## src/rtl/carp_mem_arbiter_if.sv

```systemverilog
// carp_mem_arbiter_if: requester and memory-port signals of the CARP memory
// arbiter. The slave modport is the arbiter's view. The master modport is the
// view of the surrounding fetch, load/store and memory logic.
interface carp_mem_arbiter_if #(
  parameter int ADDR_W = 32,
  parameter int DATA_W = 32
);
  // instruction-fetch requester
  logic              if_req;
  logic [ADDR_W-1:0] if_addr;
  logic [DATA_W-1:0] if_rdata;
  logic              if_ack;

  // load/store requester
  logic                d_req;
  logic                d_we;
  logic [DATA_W/8-1:0] d_be;
  logic [ADDR_W-1:0]   d_addr;
  logic [DATA_W-1:0]   d_wdata;
  logic [DATA_W-1:0]   d_rdata;
  logic                d_ack;

  // shared memory port
  logic                m_req;
  logic                m_we;
  logic [DATA_W/8-1:0] m_be;
  logic [ADDR_W-1:0]   m_addr;
  logic [DATA_W-1:0]   m_wdata;
  logic [DATA_W-1:0]   m_rdata;
  logic                m_ack;

  modport slave (
    input  if_req, if_addr,
    output if_rdata, if_ack,
    input  d_req, d_we, d_be, d_addr, d_wdata,
    output d_rdata, d_ack,
    output m_req, m_we, m_be, m_addr, m_wdata,
    input  m_rdata, m_ack
  );

  modport master (
    output if_req, if_addr,
    input  if_rdata, if_ack,
    output d_req, d_we, d_be, d_addr, d_wdata,
    input  d_rdata, d_ack,
    input  m_req, m_we, m_be, m_addr, m_wdata,
    output m_rdata, m_ack
  );
endinterface

```

## src/rtl/carp_mem_arbiter.sv

```systemverilog
// carp_mem_arbiter: shares CARP's single memory port between instruction fetch
// and load/store. One transaction is outstanding at a time. Every output is
// registered. Data wins ties.
// Optional build macro CARP_ARB_FAIR_EN: a streak counter lets fetch win after
// MAX_STREAK back-to-back data grants made while fetch was waiting.
module carp_mem_arbiter #(
  parameter int ADDR_W     = 32,
  parameter int DATA_W     = 32,
  parameter int MAX_STREAK = 4
) (
  input logic               CLK,
  input logic               RST,
  carp_mem_arbiter_if.slave bus
);

  typedef enum logic [1:0] {
    IDLE,
    MEM,
    RESP
  } state_t;

  state_t state;
  logic   owner_d;  // 1: current transaction belongs to load/store
  logic   grant_d;  // winner of the IDLE decision, 1 = data

  if (MAX_STREAK < 1) begin : g_bad_streak
    $error("carp_mem_arbiter: MAX_STREAK must be >= 1");
  end

`ifdef CARP_ARB_FAIR_EN
  localparam int SW = $clog2(MAX_STREAK + 1);
  localparam logic [SW-1:0] STREAK_LIM = SW'(MAX_STREAK);

  logic [SW-1:0] streak;

  // Data wins unless fetch has waited through MAX_STREAK data grants in a row.
  always_comb begin
    grant_d = bus.d_req && !(bus.if_req && (streak == STREAK_LIM));
  end
`else
  // Strict data priority.
  always_comb begin
    grant_d = bus.d_req;
  end
`endif

  // Arbiter FSM. It registers the winner's command, captures read data and
  // pulses the owner's ack.
  always_ff @(posedge CLK) begin
    if (RST) begin
      state        <= IDLE;
      owner_d      <= 1'b0;
      bus.m_req    <= 1'b0;
      bus.m_we     <= 1'b0;
      bus.m_be     <= '0;
      bus.m_addr   <= '0;
      bus.m_wdata  <= '0;
      bus.if_rdata <= '0;
      bus.d_rdata  <= '0;
      bus.if_ack   <= 1'b0;
      bus.d_ack    <= 1'b0;
`ifdef CARP_ARB_FAIR_EN
      streak       <= '0;
`endif
    end else begin
      case (state)
        IDLE: begin
          if (bus.if_req || bus.d_req) begin
            bus.m_req <= 1'b1;
            owner_d   <= grant_d;
            state     <= MEM;
            if (grant_d) begin
              bus.m_we    <= bus.d_we;
              bus.m_be    <= bus.d_be;
              bus.m_addr  <= bus.d_addr;
              bus.m_wdata <= bus.d_wdata;
            end else begin
              bus.m_we    <= 1'b0;
              bus.m_be    <= '1;
              bus.m_addr  <= bus.if_addr;
              bus.m_wdata <= '0;
            end
`ifdef CARP_ARB_FAIR_EN
            // Count only data grants that made fetch wait.
            if (grant_d && bus.if_req) begin
              streak <= streak + 1'b1;
            end else begin
              streak <= '0;
            end
`endif
          end
        end
        MEM: begin
          if (bus.m_ack) begin
            bus.m_req <= 1'b0;
            state     <= RESP;
            if (owner_d) begin
              bus.d_rdata <= bus.m_rdata;
              bus.d_ack   <= 1'b1;
            end else begin
              bus.if_rdata <= bus.m_rdata;
              bus.if_ack   <= 1'b1;
            end
          end
        end
        RESP: begin
          // The owner still holds its request here, so it cannot be re-granted.
          bus.if_ack <= 1'b0;
          bus.d_ack  <= 1'b0;
          state      <= IDLE;
        end
        default: begin
          state <= IDLE;
        end
      endcase
    end
  end

endmodule

```

## src/flat_wrapper.sv

```systemverilog
// flat-port wrapper written by rule: the top's interface ports become plain ports
module carp_mem_arbiter_flat 
#(
  parameter int ADDR_W     = 32,
  parameter int DATA_W     = 32,
  parameter int MAX_STREAK = 4
)
  (CLK, RST, bus_if_req, bus_if_addr, bus_if_rdata, bus_if_ack, bus_d_req, bus_d_we, bus_d_be, bus_d_addr, bus_d_wdata, bus_d_rdata, bus_d_ack, bus_m_req, bus_m_we, bus_m_be, bus_m_addr, bus_m_wdata, bus_m_rdata, bus_m_ack);
  carp_mem_arbiter_if #(.ADDR_W(ADDR_W), .DATA_W(DATA_W)) bus_i ();
  input logic CLK;
  input logic RST;
  input wire logic [$bits(bus_i.if_req)-1:0] bus_if_req;
  input wire logic [$bits(bus_i.if_addr)-1:0] bus_if_addr;
  output wire logic [$bits(bus_i.if_rdata)-1:0] bus_if_rdata;
  output wire logic [$bits(bus_i.if_ack)-1:0] bus_if_ack;
  input wire logic [$bits(bus_i.d_req)-1:0] bus_d_req;
  input wire logic [$bits(bus_i.d_we)-1:0] bus_d_we;
  input wire logic [$bits(bus_i.d_be)-1:0] bus_d_be;
  input wire logic [$bits(bus_i.d_addr)-1:0] bus_d_addr;
  input wire logic [$bits(bus_i.d_wdata)-1:0] bus_d_wdata;
  output wire logic [$bits(bus_i.d_rdata)-1:0] bus_d_rdata;
  output wire logic [$bits(bus_i.d_ack)-1:0] bus_d_ack;
  output wire logic [$bits(bus_i.m_req)-1:0] bus_m_req;
  output wire logic [$bits(bus_i.m_we)-1:0] bus_m_we;
  output wire logic [$bits(bus_i.m_be)-1:0] bus_m_be;
  output wire logic [$bits(bus_i.m_addr)-1:0] bus_m_addr;
  output wire logic [$bits(bus_i.m_wdata)-1:0] bus_m_wdata;
  input wire logic [$bits(bus_i.m_rdata)-1:0] bus_m_rdata;
  input wire logic [$bits(bus_i.m_ack)-1:0] bus_m_ack;
  assign bus_i.if_req = bus_if_req;
  assign bus_i.if_addr = bus_if_addr;
  assign bus_if_rdata = bus_i.if_rdata;
  assign bus_if_ack = bus_i.if_ack;
  assign bus_i.d_req = bus_d_req;
  assign bus_i.d_we = bus_d_we;
  assign bus_i.d_be = bus_d_be;
  assign bus_i.d_addr = bus_d_addr;
  assign bus_i.d_wdata = bus_d_wdata;
  assign bus_d_rdata = bus_i.d_rdata;
  assign bus_d_ack = bus_i.d_ack;
  assign bus_m_req = bus_i.m_req;
  assign bus_m_we = bus_i.m_we;
  assign bus_m_be = bus_i.m_be;
  assign bus_m_addr = bus_i.m_addr;
  assign bus_m_wdata = bus_i.m_wdata;
  assign bus_i.m_rdata = bus_m_rdata;
  assign bus_i.m_ack = bus_m_ack;
  carp_mem_arbiter #(.ADDR_W(ADDR_W), .DATA_W(DATA_W), .MAX_STREAK(MAX_STREAK)) u_core (.CLK(CLK), .RST(RST), .bus(bus_i));
endmodule
```

## config.mk

```make
export PLATFORM = sky130hd
export DESIGN_NAME = carp_mem_arbiter_flat
export DESIGN_NICKNAME = d
export VERILOG_FILES = /design/src/rtl/carp_mem_arbiter_if.sv /design/src/rtl/carp_mem_arbiter.sv /design/src/flat_wrapper.sv
export SDC_FILE = /design/constraint.sdc
export NUM_CORES = 1
export LEC_CHECK = 0
export ABC_AREA = 1
export CORE_MARGIN = 10
export CORE_UTILIZATION = 41
export DETAILED_ROUTE_END_ITERATION = 10
export HOLD_SLACK_MARGIN = 0.12
export PLACE_DENSITY_LB_ADDON = 0.2
export SLEW_MARGIN = 15
export SYNTH_ARGS = -nofsm -noshare
export SYNTH_HDL_FRONTEND = slang
export SYNTH_SLANG_ARGS = --single-unit
```

## constraint.sdc

```tcl
create_clock -name CLK -period 1.45 [get_ports CLK]
set_clock_uncertainty 0.15 [all_clocks]
set_input_delay 0.29 -clock CLK [delete_from_list [all_inputs] [get_ports CLK]]
set_output_delay 0.29 -clock CLK [all_outputs]
set_load 0.01 [all_outputs]
```

# Word level (Yosys, flattened, before mapping)
# Index checks and enable logic that the tools add are counted.
totals:
  register_bits: 139
  latch_bits: 0
  ramBits: 0
  mem_bits_ro: 0
  in_bits: 138
  out_inout_bits: 136
  wordCells: 45
  mem_count: 0
classes:
  add_sub_neg: 0
  n_mul: 0
  div: 0
  order_cmp: 0
  eq_ne: 6
  shift: 0
  n_mux: 16
  bitwise_logic: 1
  reduce_logical: 11
op_table:
  columns: ["op", "count"]
  rows:
  - ["$mux W32", 2]
  - ["$reduce_and A3 Y1", 5]
  - ["$mux W1", 7]
  - ["$pmux W1 S2", 3]
  - ["$mux W2", 2]
  - ["$mux W4", 1]
  - ["$ne A2 B1 Y1 const B", 2]
  - ["$ne A2 B2 Y1 const B", 2]
  - ["$pmux W2 S2", 1]
  - ["$reduce_and A2 Y1", 2]
  - ["$reduce_bool A2 Y1", 2]
  - ["$eq A2 B1 Y1 const B", 1]
  - ["$eq A2 B2 Y1 const B", 1]
  - ["$logic_not A2 Y1", 1]
  - ["$logic_or A1 B1 Y1", 1]
  - ["$not A1 Y1", 1]

# Depth between registers and ports, before layout
# Gate-level depths: netlist of run 1.
depth:
  depth_word: 3
  ltp_mapped: 8
  ltp_nobuf: 6

# Least setup slack after synthesis of run 1
# No wires, ideal clock.
synth_timing:
  path_kind: "register to register"
  from: "register u_core.state[0]"
  to: "register u_core.bus.if_rdata[10]"
  setup_ns: 0.113
  arrival_time_ns: 1.009
  t_required_ns: 1.187
  setup_slack_ns: 0.178
  stages_incl_launch_ff: 8
  path_buffers: 2
  period_less_slack_ns: 1.272
  cell_sequence: "dfxtp_1 -> nand2_1 -> nor2_1 -> buf_4 -> buf_6 -> nand2_1 -> nand2_1 -> nor2_1"
synth_via:
  elab_chain_cells: 2
synth_rtl:
  columns: ["element", "line", "text"]
  rows:
  - ["start: declaration", "carp_mem_arbiter.sv:22", "state_t state;"]
  - ["start signal: assignment", "carp_mem_arbiter.sv:51", "state <= IDLE;"]
  - ["start signal: assignment", "carp_mem_arbiter.sv:71", "state <= MEM;"]
  - ["start signal: assignment", "carp_mem_arbiter.sv:96", "state <= RESP;"]
  - ["$eq A2 B1 Y1", "carp_mem_arbiter.sv:66", "case (state)"]
  - ["$reduce_and A3 Y1 (no line)", null, null]
  - ["end signal: assignment", "carp_mem_arbiter.sv:101", "bus.if_rdata <= bus.m_rdata;"]
  - ["end: declaration", "carp_mem_arbiter_if.sv:34", "output if_rdata, if_ack,"]
# Every way passes these cells.
# A chain may end at the register's enable or synchronous reset.

# Worst setup path after layout of run 1
layout_timing:
  from: "register u_core.bus.m_addr[1]"
  to: "output port bus_m_addr[1]"
layout_lines:
  columns: ["element", "line", "text"]
  rows:
  - ["start: declaration", "carp_mem_arbiter_if.sv:37", "output m_req, m_we, m_be, m_addr, m_wdata,"]
  - ["start signal: assignment", "carp_mem_arbiter.sv:75", "bus.m_addr <= bus.d_addr;"]
  - ["start signal: assignment", "carp_mem_arbiter.sv:80", "bus.m_addr <= bus.if_addr;"]
  - ["end: declaration", "flat_wrapper.sv:26", "output wire logic [$bits(bus_i.m_addr)-1:0] bus_m_addr;"]
# No word-level cell between the ends.

==> qor.yml, run 1 <==
placed_cell_area_sq_um: 8880
nNetsFinal: 1316
drc: 0
drive_above_1_share: 0.191
crit_path_top_delay_cell: "dfxtp_1"
yosys.area.top_type: "dfxtp_1"
setup_viol: 0
dp_slack_ns: -0.300
routedWlPerCell_microns: 14.4
vias: 6143
final_core_util: 0.659
avgSynthCellArea_sq_um: 6.46
grt_pass1_vias: 5793
hold_class: "input pin to register"
tns_ns: 0
p_seq_frac: 0.394
cp_max_fo: 2
syn_nets: 1046
p_sw_mw: 2.78
gr-total-overflow: 0
yosysSeqAreaShare: 0.474
synth_area_leaders: "dfxtp_1, nand2_1, nor2_1"
final_common_cell: "nand2_1"
ys_seq_elements: 139
critical_path_class: "register to output pin"
portBuffers: 273
nFillCells: 1275
start_kind: "register"
min_period_over_period: 0.979
clock_power_share: 0.423
dp.cells: 1333
clk_pin_slew_worst_paths_ns: 0.06
irDropWorstVdd_mv: 0.745
holdWs_ns: 0.156
clockBufferDepth: 2
worstMarginPinSlew_ns: 0.321
intPower_mw: 7.98
grt_usage: 0.187
p_sw_frac: 0.258
io_pins: 274
areaGrowthSynthToFinish_pct: 56.3
yosysUniqueCellTypes: 16
dr_wl_met2_mm: 9.71
fin_crit_ns: 1.42
max_stage_delay_ns: 0.33
drt-initial-drc-count: 303
layout_common_cells: "nand2_1, nor2_1, clkdlybuf4s50_1, dfxtp_1, inv_1"
crit_family: "flip-flops"
cap_viol_max_count: 0
antenna_found_initial: 1
routed_wl_mm: 19.8
grt_pass1_wl_mm: 29.6
final_cells: 1371
placeableCoreArea_sq_um: 13900
synthCells: 908
ys_warn_count: 0
status: "complete, no violations"
max_freq_mhz: 705
die-area_sq_um: 19500
critPathRequiredTime_ns: 1.01
min_to: "u_core.state[0]$_SDFFE_PP0P_"
power_density_nw_per_um2: 1170
wl_met1_mm: 7.72
dp_hpwl_mm: 14.2
rows: 43
vias_per_cell: 4.48
cts_tree: "yes"
die_h_microns: 140
highest_layer: "met5"
netlist.area_leader.share: 0.474
relSlewSlack: 0.786
final.setup.worst_slack_ns: 0.0311
route.antenna.remaining_nets: 0
start_util: 0.421
holdPathStages: 4
numCtsBuffers: 17
cts-htree-levels: 4
crit_buf_inv: 1
timing.rr.start: "u_core.state[1]$_SDFFE_PP0P_"
hold_start: "bus_m_ack"
combPwrFrac: 0.183
dr.pass1.iters: 4
synth_area_sq_um: 5870
rrSetupSlack_ns: 0.04
finalPower_mw: 10.8
cts_hold_buffers: 0
place_congestion: 0.799
ff2ff_path_depth: 8
critPathArrivalTime_ns: 0.98
hold_viol_final: 0
p_leak_nw: 4.64
die_w_microns: 140
final_cell_area_sq_um: 9180
critPathCaptureType: "output pin"
path_cells: "clkdlybuf4s15_2"
drv_slew: 0
worstSkewPairLatency_ns: 0.41
wl_met3_mm: 2.12
cts.sinks: 139
r2r_end: "u_core.bus.if_rdata[17]$_SDFFE_PP0P_"
antenna_cells: 0
grt_max_degree: 66
cts_root_buffer: "clkbuf_16"
==> power groups by stage <==
| stage | clock, mW | combinational, mW | sequential, mW |
|---|---|---|---|
| 5_1_grt | 4.78 | 2.18 | 4.27 |
| 4_1_cts | 4.63 | 2.04 | 4.24 |
| 3_3_place_gp | 0 | 2.12 | 4.30 |
| 3_5_place_dp | 0 | 2.13 | 4.32 |
| 2_1_floorplan | 0 | 0.806 | 4.44 |
| 6_report | 4.55 | 1.96 | 4.24 |
==> cells by family after synthesis <==
logic type | synth area share
buffers and inverters | 0.116
AOI/OAI and AO/OA | 0.0358
and+or+nand+nor | 0.374
DFF | 0.474
==> worst max path at each step <==
stage | depth (start not counted) | to | slack (ns) | from
global placement | 6 | u_core.bus.d_rdata[29]$_SDFFE_PP0P_ | -0.27 | bus_m_ack
global route | 8 | u_core.bus.if_rdata[17]$_SDFFE_PP0P_ | -0.07 | u_core.owner_d$_SDFFE_PP0P_
detailed placement | 7 | u_core.bus.if_rdata[14]$_SDFFE_PP0P_ | -0.30 | bus_m_ack
CTS | 1 | bus_d_rdata[9] | 0.00006 | u_core.bus.d_rdata[9]$_SDFFE_PP0P_
floorplan | 7 | u_core.bus.if_rdata[10]$_SDFFE_PP0P_ | 0.18 | u_core.state[0]$_SDFFE_PP0P_
finish | 1 | bus_m_addr[1] | 0.03 | u_core.bus.m_addr[1]$_SDFFE_PP0P_
==> synth_stat cells <==
master / n
buf_6: 8
nor2_1: 203
nand2_1: 332
buf_4: 2
inv_1: 102
nor2_4: 1
dfxtp_1: 139
o21ai_0: 4
nand4_1: 1
clkbuf_1: 15
buf_1: 6
buf_2: 21
nand3_1: 33
or2_2: 1
a21oi_1: 38
inv_2: 2
==> routing by layer <==
| metal | vias up | track usage |
|---|---|---|
| li1 | 3210 | - |
| met1 | 2714 | 0.197 |
| met2 | 196 | 0.317 |
| met3 | 21 | 0.101 |
| met4 | 2 | 0.0500 |
| met5 | - | 0 |
==> state kept, by name (all words and copies together) (netlist names) <==
register and cells:
u_core.bus.if_ack 1, u_core.bus.d_ack 1, u_core.bus.m_wdata 32, u_core.state 2, u_core.bus.m_we 1, u_core.bus.m_req 1
u_core.bus.m_be 4, u_core.bus.if_rdata 32, u_core.bus.d_rdata 32, u_core.owner_d 1, u_core.bus.m_addr 32
==> what timing repair did <==
| item | 4_1_cts | 5_1_grt |
|---|---|---|
| gates resized for setup | 413 | 103 |
| buffers inserted | 0 | 2 |
| pin swaps | 0 | 1 |
| gates cloned | 0 | 4 |
| endpoints found under the setup margin | 136 | 135 |
==> final cells by class <==
type	instances	area [sq um]	area share
inverter	104	390	0.0425
timing repair buffer	303	2710	0.295
multi-input combinational	613	2420	0.264
clock inverter	12	171	0.0187
sequential	139	2810	0.306
tap	180	225	0.0245
clock buffer	20	447	0.0487
(Power assumes the default switching activity.)
==> inputs of run 2 (changes only) <==
CAP_MARGIN = 20   (was unset)
GPL_ROUTABILITY_DRIVEN = 0   (was unset)
==> results of run 2 <==
Final layout, timing and power as in run 1 (identical DEF).
==> inputs of run 3 (changes only) <==
CORE_UTILIZATION = 43   (was 41)
CTS_BUF_LIST = sky130_fd_sc_hd__clkbuf_8   (was unset)
PLACE_DENSITY = 0.83   (was unset)
PLACE_DENSITY_LB_ADDON = unset   (was 0.2)
==> run 3 against run 2 <==
Effect of this change:
- combinational power barely moved
- sequential share of layout area rose by 1.2 points
- routed wire length grew 1.9%
- final area decreased by 3.9%
- critical path depth up 7
- power decreased by 8.5%
- first-iteration DRC count is 4.0% higher
- largest cell class unchanged
==> qor.yml, run 3 (synthesis results as in run 1) <==
antenna_cells: 0  # unchanged
start_kind: "register"
irDropWorstVdd_mv: 0.941  # +26%
min_period_over_period: 0.961  # -0.0173
grt_pass1_wl_mm: 29.7  # +0.30%
fin_crit_ns: 1.39  # -0.0251 ns
crit_buf_inv: 3  # +2
vias: 6234  # +1.5%
clk_pin_slew_worst_paths_ns: 0.08  # +0.02 ns
cp_max_fo: 16  # +14
grt_pass1_vias: 5912  # +2.1%
cts_root_buffer: "clkbuf_8"
dp_hpwl_mm: 14.4  # +1.7%
route.antenna.remaining_nets: 0  # unchanged
routedWlPerCell_microns: 14.8  # +2.4%
drv_slew: 0  # unchanged
crit_family: "buffers and inverters"
die_h_microns: 137  # -2.0%
worstMarginPinSlew_ns: 0.320  # -0.000130 ns
critical_path_class: "register to register"
tns_ns: 0  # unchanged
worstSkewPairLatency_ns: 0.43  # +0.02 ns
regArea_sq_um: 2810  # about the same
path_cells: "inv_1 > nand2_2 > nor2_4 > buf_12 > clkbuf_16 > nand2_1 > nand2_1 > nor2_1"
critPathCaptureType: "register"
placeableCoreArea_sq_um: 13300  # -4.6%
hold_viol_final: 0  # unchanged
cpMostUsedCell: "nand2_1"
crit_path_top_delay_cell: "dfxtp_2"
vias_per_cell: 4.57  # +2.0%
max_freq_mhz: 717  # +1.8%
nNetsFinal: 1314  # -0.15%
gr-total-overflow: 0  # unchanged
intPower_mw: 7.13  # -11%
cts-htree-levels: 4  # unchanged
clock_power_share: 0.370  # -0.053
nFillCells: 1157  # -9.3%
p_leak_nw: 4.61  # -0.53%
dr.pass1.iters: 4  # unchanged
portBuffers: 273  # unchanged
finalPower_mw: 9.84  # -8.5%
power_density_nw_per_um2: 1120  # -4.8%
grt_max_degree: 66  # unchanged
p_seq_frac: 0.429  # +0.035
max_stage_delay_ns: 0.35  # +0.02 ns
setup_viol: 0  # unchanged
die-area_sq_um: 18700  # -4.0%
cap_viol_max_count: 0  # unchanged
cts.sinks: 139  # unchanged
numCtsBuffers: 17  # unchanged
p_sw_mw: 2.71  # -2.6%
areaGrowthSynthToFinish_pct: 50.3
hold_class: "input pin to register"
combPwrFrac: 0.201  # +0.018
final_common_cell: "nand2_1"
antenna_found_initial: 1  # unchanged
grt_usage: 0.199  # +0.0129
multiInputGateArea_sq_um: 2440  # +0.46%
io_pins: 274  # unchanged
routed_wl_mm: 20.2  # +1.9%
cts_hold_buffers: 0  # unchanged
status: "complete, no violations"
drive_above_1_share: 0.191  # +0.000481
drc: 0  # unchanged
layout_common_cells: "nand2_1, nor2_1, buf_2, clkdlybuf4s50_1, dfxtp_1"
relSlewSlack: 0.786  # about the same
p_sw_frac: 0.275  # +0.0166
rows: 42  # -2.3%
die_w_microns: 137  # -2.0%
cts_tree: "yes"
drt-initial-drc-count: 315  # +4.0%
clockBufferDepth: 2  # unchanged
critPathArrivalTime_ns: 1.59  # +0.61 ns
start_util: 0.441  # +0.0203
critPathRequiredTime_ns: 1.64  # +0.63 ns
==> run 3: cell types whose count changed in the layout (fill, tap and decap cells not counted), moves of 2 or more <==
cell             previous run  this run
inv_6                       0         3
clkbuf_8                    1        18
clkbuf_16                  20         5
buf_4                      12         9
clkbuf_2                   20         0
clkbuf_1                    2         0
buf_2                      82       137
clkdlybuf4s15_2            35         0
clkinv_2                    5         1
clkinvlp_4                  0         2
==> run 3: path summary, 6_finish.rpt <==
check                                             startpoint                                  end  slack [ns]  cells after the start
worst min-delay path                               bus_d_req  u_core.bus.m_wdata[15]$_SDFFE_PP0P_        0.21                      4
worst min register to register  u_core.bus.m_we$_SDFFE_PP0P_         u_core.bus.m_we$_SDFFE_PP0P_        0.31                      2
worst max register to register  u_core.state[1]$_SDFFE_PP0P_  u_core.bus.if_rdata[4]$_SDFFE_PP0P_        0.06                      8
worst max-delay path            u_core.state[1]$_SDFFE_PP0P_  u_core.bus.if_rdata[4]$_SDFFE_PP0P_        0.06                      8
==> run 3: cell type report <==
cell class	count	share of cell area
Sequential cell	139	0.319
Timing Repair Buffer	301	0.284
Multi-Input combinational cell	613	0.276
Inverter	104	0.0442
Clock buffer	18	0.0281
Tap cell	176	0.0250
Clock inverter	13	0.0243
==> run 3: layer usage <==
metal	global-route usage	wire length (microns)	share of wire	vias to the layer above
met2	0.331	9590	0.48	249
met5	0	20	0.00099	-
met3	0.101	2260	0.11	35
met4	0.0837	431	0.021	2
met1	0.210	7880	0.39	2733
li1	-	-	-	3215
==> run 3: power by group through the flow <==
stage          clock [mW]  combinational, mW  sequential (mW)
4_1_cts              3.71               1.91             4.22
5_1_grt              3.86               2.19             4.26
6_report             3.64               1.98             4.23
3_5_place_dp            0               2.14             4.32
2_1_floorplan           0              0.806             4.44
3_3_place_gp            0               2.12             4.30
==> run 3: tightest hold or removal path, stage by stage <==
cell,delay [ns]
buf_2,0.14
buf_12,0.17
nand3_1,0.09
a21oi_1,0.06
==> run 3: per-stage QoR <==
step                cells  instance area [sq um]  hold slack [ns]  setup WS, ns   util
floorplan             908                   5870            0.275         0.178      -
global placement     1325                   8840            0.296        -0.263  0.665
detailed placement   1325                   8840            0.300        -0.299  0.665
CTS                  1357                   8660            0.174        0.0350  0.651
global route         1364                   8820            0.200       -0.0482  0.664
finish               1364                   8820            0.209        0.0562  0.664
==> run 3: repair_timing <==
action | 4_1_cts | 5_1_grt
resized for setup | 565 | 6
endpoints found under the setup margin | 136 | 61
pin swaps | 0 | 1
setup buffers | 1 | 1
cloned | 0 | 6
==> variant: new RTL, flow settings as in run 2 <==
`DATA_W` is set to 32 in 3 places; all go to 48.
--- a/src/rtl/carp_mem_arbiter_if.sv
+++ b/src/rtl/carp_mem_arbiter_if.sv
@@ -3,7 +3,7 @@
 // view of the surrounding fetch, load/store and memory logic.
 interface carp_mem_arbiter_if #(
   parameter int ADDR_W = 32,
-  parameter int DATA_W = 32
+  parameter int DATA_W = 48
 );
   // instruction-fetch requester
   logic              if_req;
--- a/src/rtl/carp_mem_arbiter.sv
+++ b/src/rtl/carp_mem_arbiter.sv
@@ -5,7 +5,7 @@
 // MAX_STREAK back-to-back data grants made while fetch was waiting.
 module carp_mem_arbiter #(
   parameter int ADDR_W     = 32,
-  parameter int DATA_W     = 32,
+  parameter int DATA_W     = 48,
   parameter int MAX_STREAK = 4
 ) (
   input logic               CLK,
--- a/src/flat_wrapper.sv
+++ b/src/flat_wrapper.sv
@@ -2,7 +2,7 @@
 module carp_mem_arbiter_flat 
 #(
   parameter int ADDR_W     = 32,
-  parameter int DATA_W     = 32,
+  parameter int DATA_W     = 48,
   parameter int MAX_STREAK = 4
 )
   (CLK, RST, bus_if_req, bus_if_addr, bus_if_rdata, bus_if_ack, bus_d_req, bus_d_we, bus_d_be, bus_d_addr, bus_d_wdata, bus_d_rdata, bus_d_ack, bus_m_req, bus_m_we, bus_m_be, bus_m_addr, bus_m_wdata, bus_m_rdata, bus_m_ack);
Ports: changed (7 resized); port bits go from 274 to 358. No check against the original RTL was run, so the function may have changed too.
==> variant against run 2 <==
Total power rose by 20%; worst setup slack worse by 4.7 ps; area after synthesis grew 32%; sequential power rose by 35%; wire length is 31% higher; design area rose by 27%; via count rose by 30%; sequential cell count rose by 50; global-route usage is 1.3 points higher.
==> variant: results (changes against run 2) <==
- Status: completed
- IO buf count: 357 (+31%)
- Largest regs: u_core.bus.d_rdata (48), u_core.bus.if_rdata (48), u_core.bus.m_wdata (48)
- Count leader, synth: nand2_1
- HP Class: input port to flop
- Syn nets: 1361 (+30%)
- WL final: 26000 um (+31%)
- Max-Slew Margin vs Limit: 0.740 (-0.0460)
- Grt ovf: 0 (unchanged)
- Via Count: 7977 (+30%)
- Max IR drop VDD: 0.000826 V (+11%)
- Pre-Repair DR Iteration Count: 7 (+3)
- Mapped Avg Cell Area: 6.50 um2 (+0.57%)
- Iteration-0 DRC count of the detailed router: 328 (+8.3%)
- Commonest cells in the netlist: 411 x nand2_1, 270 x nor2_1, 189 x dfxtp_1
- Largest net degree at the start of global routing: 65 (-1.5%)
- H-Tree Depth: 4 (unchanged)
- P_leak: 5.97 nW (+29%)
- Dpl hpwl: 19900 um (+40%)
- Share of async-settable or async-resettable flops after synthesis: 0 (unchanged)
- Post-synthesis sequential area ratio: 0.489 (+0.0154)
- Share of layout cells above drive strength 1: 0.197 (+0.00669)
- Root Buffer: clkbuf_16
- Fillers: 1784 (+40%)
- Vias in the first global route: 7585 (+31%)
- First-pass GRT wire length: 39100 um (+32%)
- # diodes: 0 (unchanged)
- Initial antenna violation count: 0 (-1)
- Placed cells: 1747 (+31%)
- GRT Total Usage: 0.199 (+0.0127)
- Largest cells by area after synthesis: dfxtp_1 49%, nand2_1 20%, nor2_1 13%
- Wire per inst: 14.6 um (+1.2%)
- Worst slack, placed: -340 ps (-40.6 ps)
-- variant: where the power goes --
part           leakage (nW)  internal [mW]  switching [mW]
registers              1.57           5.55           0.172
logic                  4.13           1.17            1.28
clock network         0.277           2.59            2.14
-- variant: path summary, 6_finish.rpt --
kind | depth (start not counted) | slack [ps] | from | to
hold reg to reg | 2 | 310 | u_core.bus.m_wdata[18] | u_core.bus.m_wdata[18]
hold / removal | 6 | 200 | bus_d_req | u_core.bus.m_addr[30]
setup / recovery | 1 | 30 | u_core.bus.d_rdata[5] | bus_d_rdata[5]
setup reg to reg | 7 | 80 | u_core.state[1] | u_core.bus.if_rdata[1]
-- variant: cell families (layout without fill, tap and decap cells) --
logic type	after synthesis	in the layout	synth area share
compound gates	60	60	0.0388
simple gates	735	735	0.366
buf+inv	205	562	0.105
flops	189	189	0.489
-- variant: cell type report --
type | instances | share of cell area
well taps | 234 | 0.0251
repair buffers | 395 | 0.282
multi-input cells | 795 | 0.270
inverters | 136 | 0.0441
clock inverters | 13 | 0.0135
flip-flops and latches | 189 | 0.328
clock buffers | 18 | 0.0367
-- variant: metal layers --
layer	track usage	part of all wire	wire (um)	up-vias
met1	0.200	0.38	10000	3493
met4	0.0632	0.023	589	0
met3	0.0873	0.091	2360	34
li1	-	-	-	4201
met5	0	0	0	-
met2	0.361	0.50	13100	249
-- variant: repair_timing --
item                                    in CTS  in global routing
pin swaps                                    0                  1
gates resized for setup                    687                 75
hold buffers                                 1                  0
endpoints found under the setup margin     226                108
buffers inserted                             0                  0
gates cloned                                 0                  1
hold endpoints to repair                     7                  0
-- variant: stage by stage --
step	hold slack [ps]	area, um2
2_1_floorplan	275	7730
3_3_place_gp	296	11700
3_5_place_dp	302	11700
4_1_cts	175	11900
5_1_grt	232	11700
6_report	202	11700
